File: src/rtl/sigma_delta_decimator.sv
// Fifth-order CIC decimator (R = 64, M = 1) turning a 1-bit sigma-delta stream
// into 24-bit signed PCM with saturation after a fixed 7-bit arithmetic shift.
module sigma_delta_decimator #(
  parameter int CIC_ORDER = 5,
  parameter int DECIM     = 64,
  parameter int ACC_W     = 32
) (
  input  logic               clk,
  input  logic               rst_n,
  input  logic               data_in,
  input  logic               data_valid,
  output logic signed [23:0] pcm_out,
  output logic               out_valid
);

  localparam int OUT_W = 24;
  localparam int SHIFT = 7;
  localparam int CNT_W = $clog2(DECIM);
  localparam logic [CNT_W-1:0]        CNT_LAST = CNT_W'(DECIM - 1);
  localparam logic signed [ACC_W-1:0] SAT_MAX  = ACC_W'((2 ** (OUT_W - 1)) - 1);
  localparam logic signed [ACC_W-1:0] SAT_MIN  = -SAT_MAX - ACC_W'(1);

  logic signed [ACC_W-1:0] r_integ [CIC_ORDER];
  logic signed [ACC_W-1:0] r_dly   [CIC_ORDER];
  logic [CNT_W-1:0]        r_cnt;
  logic                    r_dec;

  logic signed [ACC_W-1:0] w_x;
  logic signed [ACC_W-1:0] w_comb [CIC_ORDER+1];
  logic signed [ACC_W-1:0] w_scaled;
  logic signed [OUT_W-1:0] w_pcm;

  // 1 -> +1 (0...01), 0 -> -1 (1...11)
  assign w_x = {{(ACC_W-1){~data_in}}, 1'b1};

  always_comb begin
    w_comb[0] = r_integ[CIC_ORDER-1];
    for (int unsigned k = 0; k < CIC_ORDER; k++) begin
      w_comb[k+1] = w_comb[k] - r_dly[k];
    end
    w_scaled = w_comb[CIC_ORDER] >>> SHIFT;
    if (w_scaled > SAT_MAX) begin
      w_pcm = SAT_MAX[OUT_W-1:0];
    end else if (w_scaled < SAT_MIN) begin
      w_pcm = SAT_MIN[OUT_W-1:0];
    end else begin
      w_pcm = w_scaled[OUT_W-1:0];
    end
  end

  // r_dec marks the edge after the decimation edge; the comb then sees the
  // freshly updated last integrator regardless of data_valid.
  always_ff @(posedge clk or negedge rst_n) begin
    if (!rst_n) begin
      for (int unsigned k = 0; k < CIC_ORDER; k++) begin
        r_integ[k] <= '0;
        r_dly[k]   <= '0;
      end
      r_cnt     <= '0;
      r_dec     <= 1'b0;
      pcm_out   <= '0;
      out_valid <= 1'b0;
    end else begin
      out_valid <= r_dec;
      r_dec     <= 1'b0;
      if (data_valid) begin
        r_integ[0] <= r_integ[0] + w_x;
        for (int unsigned k = 1; k < CIC_ORDER; k++) begin
          r_integ[k] <= r_integ[k] + r_integ[k-1];
        end
        r_cnt <= (r_cnt == CNT_LAST) ? '0 : r_cnt + 1'b1;
        r_dec <= (r_cnt == CNT_LAST);
      end
      if (r_dec) begin
        for (int unsigned k = 0; k < CIC_ORDER; k++) begin
          r_dly[k] <= w_comb[k];
        end
        pcm_out <= w_pcm;
      end
    end
  end

endmodule

File: config.mk
export PLATFORM = sky130hd
export DESIGN_NAME = sigma_delta_decimator
export DESIGN_NICKNAME = d
export VERILOG_FILES = /design/src/rtl/sigma_delta_decimator.sv
export SDC_FILE = /design/constraint.sdc
export NUM_CORES = 1
export LEC_CHECK = 0
export ABC_CLOCK_PERIOD_IN_PS = 29600
export CORE_MARGIN = 2
export CORE_UTILIZATION = 36
export CTS_CLUSTER_DIAMETER = 60
export DETAILED_ROUTE_END_ITERATION = 10
export SYNTH_ARGS = -nofsm -noshare
export SYNTH_HDL_FRONTEND = slang
export SYNTH_SLANG_ARGS = --single-unit
File: constraint.sdc
create_clock -name clk -period 29.6 [get_ports clk]
set_clock_uncertainty 0.1 [all_clocks]
set_input_delay 4.44 -clock clk [delete_from_list [all_inputs] [get_ports clk]]
set_output_delay 4.44 -clock clk [all_outputs]
set_load 0.01 [all_outputs]
# Word level (Yosys, flattened, before mapping)
# Cells that the tools add are included.
[word_totals]
output_inout_bits = 25
input_bits = 4
elab_cells = 33
reg_bits = 352
[classes]
mux = 4
eq_ne = 1
order_cmp = 2
addsub = 11
n_bitwise = 1
[ops]
columns = ["operator", "count"]
rows = [
  ["subtractor 32 bit", 5],
  ["adder 32 bit", 4],
  ["2-to-1 mux 24 bit", 2],
  ["adder 32 x 2 -> 32 bit", 1],
  ["> comparator 25 x 24 -> 1 bit, second input constant", 1],
  ["less-than comparator 25 x 24 -> 1 bit, second input constant", 1],
  ["adder 6 x 1 -> 6 bit, second input constant", 1],
  ["equality test 6 bit, second input constant", 1],
  ["2-to-1 mux 6 bit", 1],
  ["2-to-1 mux 1 bit", 1],
  ["inverter 1 bit", 1],
]

# Logic depth before layout (Yosys ltp)
[depth]
depth_word = 8
depth_mapped = 53
depth_no_buf = 52

# Least setup slack after synthesis
# Ideal clock, no wire load.
[synth_path]
path_type = "register -> register"
start = "register r_integ[0] in the netlist's numbering"
end = "register pcm_out[11]"
synth_period_minus_slack_ns = 9.621
required_ns = 29.373
n_path_buf = 1
arrival_ns = 9.394
path_stages_with_launch = 48
setup_slack_ns = 19.979
setup_time_ns = 0.127
path_cell_list = "dfrtp_1 > inv_1 > ha_1 > inv_1 > fa_1 > a21o_1 > a21oi_1 > o21bai_1 > a21oi_1 > xnor2_1 > ha_1 > a2111o_1 > o21ai_0 > nand2_1 > a21oi_1 > nor2_1 > o21ai_0 > nand2b_1 > [... 12 more ...] > nand4_1 > or2_2 > o311ai_1 > xor2_1 > ha_1 > a21oi_1 > o21ai_0 > or3_1 > a31oi_1 > o31ai_2 > o21ai_1 > and2b_1 > o21ba_2 > xor2_1 > clkbuf_1 > nor2_1 > mux2i_1 > nand3_1"
[synth_rtl]
columns = ["element", "line_no", "source"]
rows = [
  ["start: declaration", "23", "logic signed [ACC_W-1:0] r_integ [CIC_ORDER];"],
  ["start signal: indexed assignment", "69", "r_integ[k] <= r_integ[k] + r_integ[k-1];"],
  ["end signal: assignment", "78", "pcm_out <= w_pcm;"],
  ["end: declaration", "12", "output logic signed [23:0] pcm_out,"],
]

==> results.tsv <==
stage	metric	value	unit
status	status	complete, no violations	
layout	# fillers	7545	
worst_hold_path	Hold WC Path Type	flop to flop	
die	I/O pin cnt	29	
timing	Final Hold Viols	0	
layout	Multi-input gate area	17100	um2
layout	final net count	3412	
setup_path	CP arrival	10.96	ns
layout	Seq. cell area	8810	um2
timing	Final setup viols	0	
drt	TritonRoute pass-1 iters	4	
setup_path	CP startpoint kind	flop	
timing	fin worst setup slack	18.94	ns
synth	top-area cell type share of the netlist area	0.324	
synth	syn avg cell area	8.82	um2
place	GPL Wtd Cong	0.836	
drt	DRT Wirelength	51400	um
synth	Async SR Flop Fraction	1.00	
synth	Most used DFF post-synth	dfrtp_1	
setup_path	category of the critical setup timing path	flop to flop	
synth	Seq/Total Area, Yosys	0.324	
clocking	CTS clk-pin slew, worst paths	0.05	ns
timing	worst slew pin tran	1.16	ns
synth	Synth Area in Adders	0.149	
synth	Mapped Nets	3399	
die	Core Region	74600	um2
layout	layout cells sized above 1	0.0724	
synth	Unique masters post-synth	84	
layout	Synth-to-Final Area Change	10.4	%
synth	mux share of post-synthesis cell area	0.0569	
clocking	postcts setup bufs	0	
timing	relative slew slack	0.224	
drt	Post-DRT Antenna Nets	0	
synth	Synth Area in XOR/XNOR	0.0873	
timing	RSZ-0062 raised after global routing	no	
place	Post-DP HPWL	37100	um
synth	flops & latches, synth	352	
synth	Synth Area in Compound Gates	0.208	
drt	routed length per instance	12.6	um
clocking	CTS resizes	0	
drt	Via Count	20500	
layout	commonest non-fill, non-tap cells in the layout	351 x dfrtp_1, 309 x ha_1, 298 x nand2_1	
timing	Fin Hold WS	0.370	ns
place	worst slack at placement	18.94	ns
synth	Mapped Area	27200	um2
setup_path	critical path's slowest cell	xnor2_1	
grt	first-pass GRT wire length	89700	um
die	Row Count	100	
clocking	Clock Tree Root	clkbuf_16	
die	die width	279	um
synth	synth top area cells	dfrtp_1 32%, ha_1 14%, xnor2_1 6.3%	
drt	# DRC	0	
synth	EDFF count, synth	0	
synth	Syn. warnings	0	
clocking	Hold-fix buffers, CTS	0	
setup_path	Critical Path RT	29.90	ns
timing	Slew Limit Fails	0	
grt	vias in the first global route	19700	
run	max cap viols	0	
clocking	CTS Buf Count	45	
drt	Initial DRC Count	787	
timing	final critical-path required period	10.66	ns
die	Die Area	77600	um2
clocking	worst skew pair latency	0.58	ns
place	IO buf count	28	
timing	fin crit share	0.360	
timing	FMAX	0.0938	GHz
grt	total grt overflow	0	
setup_path	crit path capture type	flop	
clocking	CTS tree	done	
die	Die Span Y	279	um
clocking	clk sink count	352	
grt	initial antenna violation count	0	
clocking	# H-tree levels	2	
synth	main combinational cell family by area after synthesis	compound AO/OA/AOI/OAI gates	
layout	commonest non-fill, non-tap cell in the layout	dfrtp_1	
synth	Post-Synthesis Cells	3077	
drt	Vias/cell	5.01	
die	Starting Density	0.364	
timing	setup TNS	0	ns
synth	Yosys top cell by area	dfrtp_1	
grt	largest net degree at the start of global routing	217	
clocking	Longest Clk Path Bufs	3	
setup_path	critical path peak fanout	15	
synth	simple-gate share of the synthesized area	0.130	
layout	Final Util	0.402	
layout	# diodes	0	
setup_path	Max stage delay on crit path	0.90	ns
grt	Total GRT Usage	0.133	
stage by stage:
stage                     cell area [um2]  std cells
final                               30000       4092
after global routing                30000       4092
after floorplan                     27200       3077
after detailed placement            28500       4012
after global placement              28500       4012
after CTS                           30000       4092
layout make-up:
| class | instances | area share |
|---|---|---|
| clock buffers | 69 | 0.0449 |
| clock inverters | 11 | 0.00551 |
| inverters | 244 | 0.0305 |
| multi-input cells | 2408 | 0.572 |
| flip-flops and latches | 352 | 0.294 |
| well taps | 969 | 0.0404 |
| repair buffers | 39 | 0.0131 |
worst max-delay path: cells and delay by family (launching register included):
family | cells | cell delay [ns]
AO/OA/AOI/OAI | 19 | 4.08
buffers and inverters | 2 | 0.14
XOR/XNOR | 5 | 1.49
multiplexers | 1 | 0.26
AND/OR/NAND/NOR | 13 | 2.01
adder cells (fa/ha/maj) | 6 | 1.99
flip-flops | 1 | 0.40
logic make-up after synthesis:
family / after synthesis
xor+xnor: 266
compound gates: 907
simple gates: 778
fa+ha+maj: 318
mux: 139
flops: 352
buf+inv: 317
worst paths after layout:
path	start	slack [ns]	cells after the start	to
min in group asynchronous	rst_n	3.83	1	r_dly[1]$_DFFE_PN0P_
max in group asynchronous	rst_n	23.27	3	r_integ[78]$_DFFE_PN0P_
hold / removal	r_dly[0]$_DFFE_PN0P_	0.37	2	r_dly[0]$_DFFE_PN0P_
setup reg to reg	r_integ[0]$_DFFE_PN0P_	18.94	46	pcm_out[8]$_DFFE_PN0P_
hold reg to reg	r_dly[0]$_DFFE_PN0P_	0.37	2	r_dly[0]$_DFFE_PN0P_
setup / recovery	r_integ[0]$_DFFE_PN0P_	18.94	46	pcm_out[8]$_DFFE_PN0P_
metal layers:
layer	wire length [um]	vias to the layer above	GRT usage
met5	0	-	0
met4	1190	0	0.0405
met3	1270	71	0.0180
met2	23500	146	0.233
met1	25500	9313	0.169
li1	-	11000	-
state kept, by name, indices dropped and copies added (netlist names):
register	flops
out_valid	1
pcm_out	24
r_dec	1
r_dly	160
r_cnt	6
r_integ	160
synth_stat cells, types with 7 or more instances:
cell	number
dfrtp_1	352
ha_1	309
nand2_1	298
o21ai_0	275
a21oi_1	245
inv_1	244
nor2_1	205
xnor2_1	194
mux2_2	117
a21o_1	106
xor2_1	69
clkbuf_1	55
nand3_1	54
o21a_1	45
o21bai_1	43
nor3_1	37
nand2b_1	36
nor2b_1	34
and3_1	25
or3_1	25
nand4_1	23
a31oi_1	22
mux2i_1	20
o31ai_1	20
a211oi_1	16
buf_1	13
o211ai_1	13
and2_1	11
a21boi_0	9
fa_1	9
o2111ai_1	8
a2111oi_0	7
o21ai_1	7
Power is left out: the tool's default activity adds up to more than one toggle a clock period on the data nets, which glitch-free logic cannot reach.
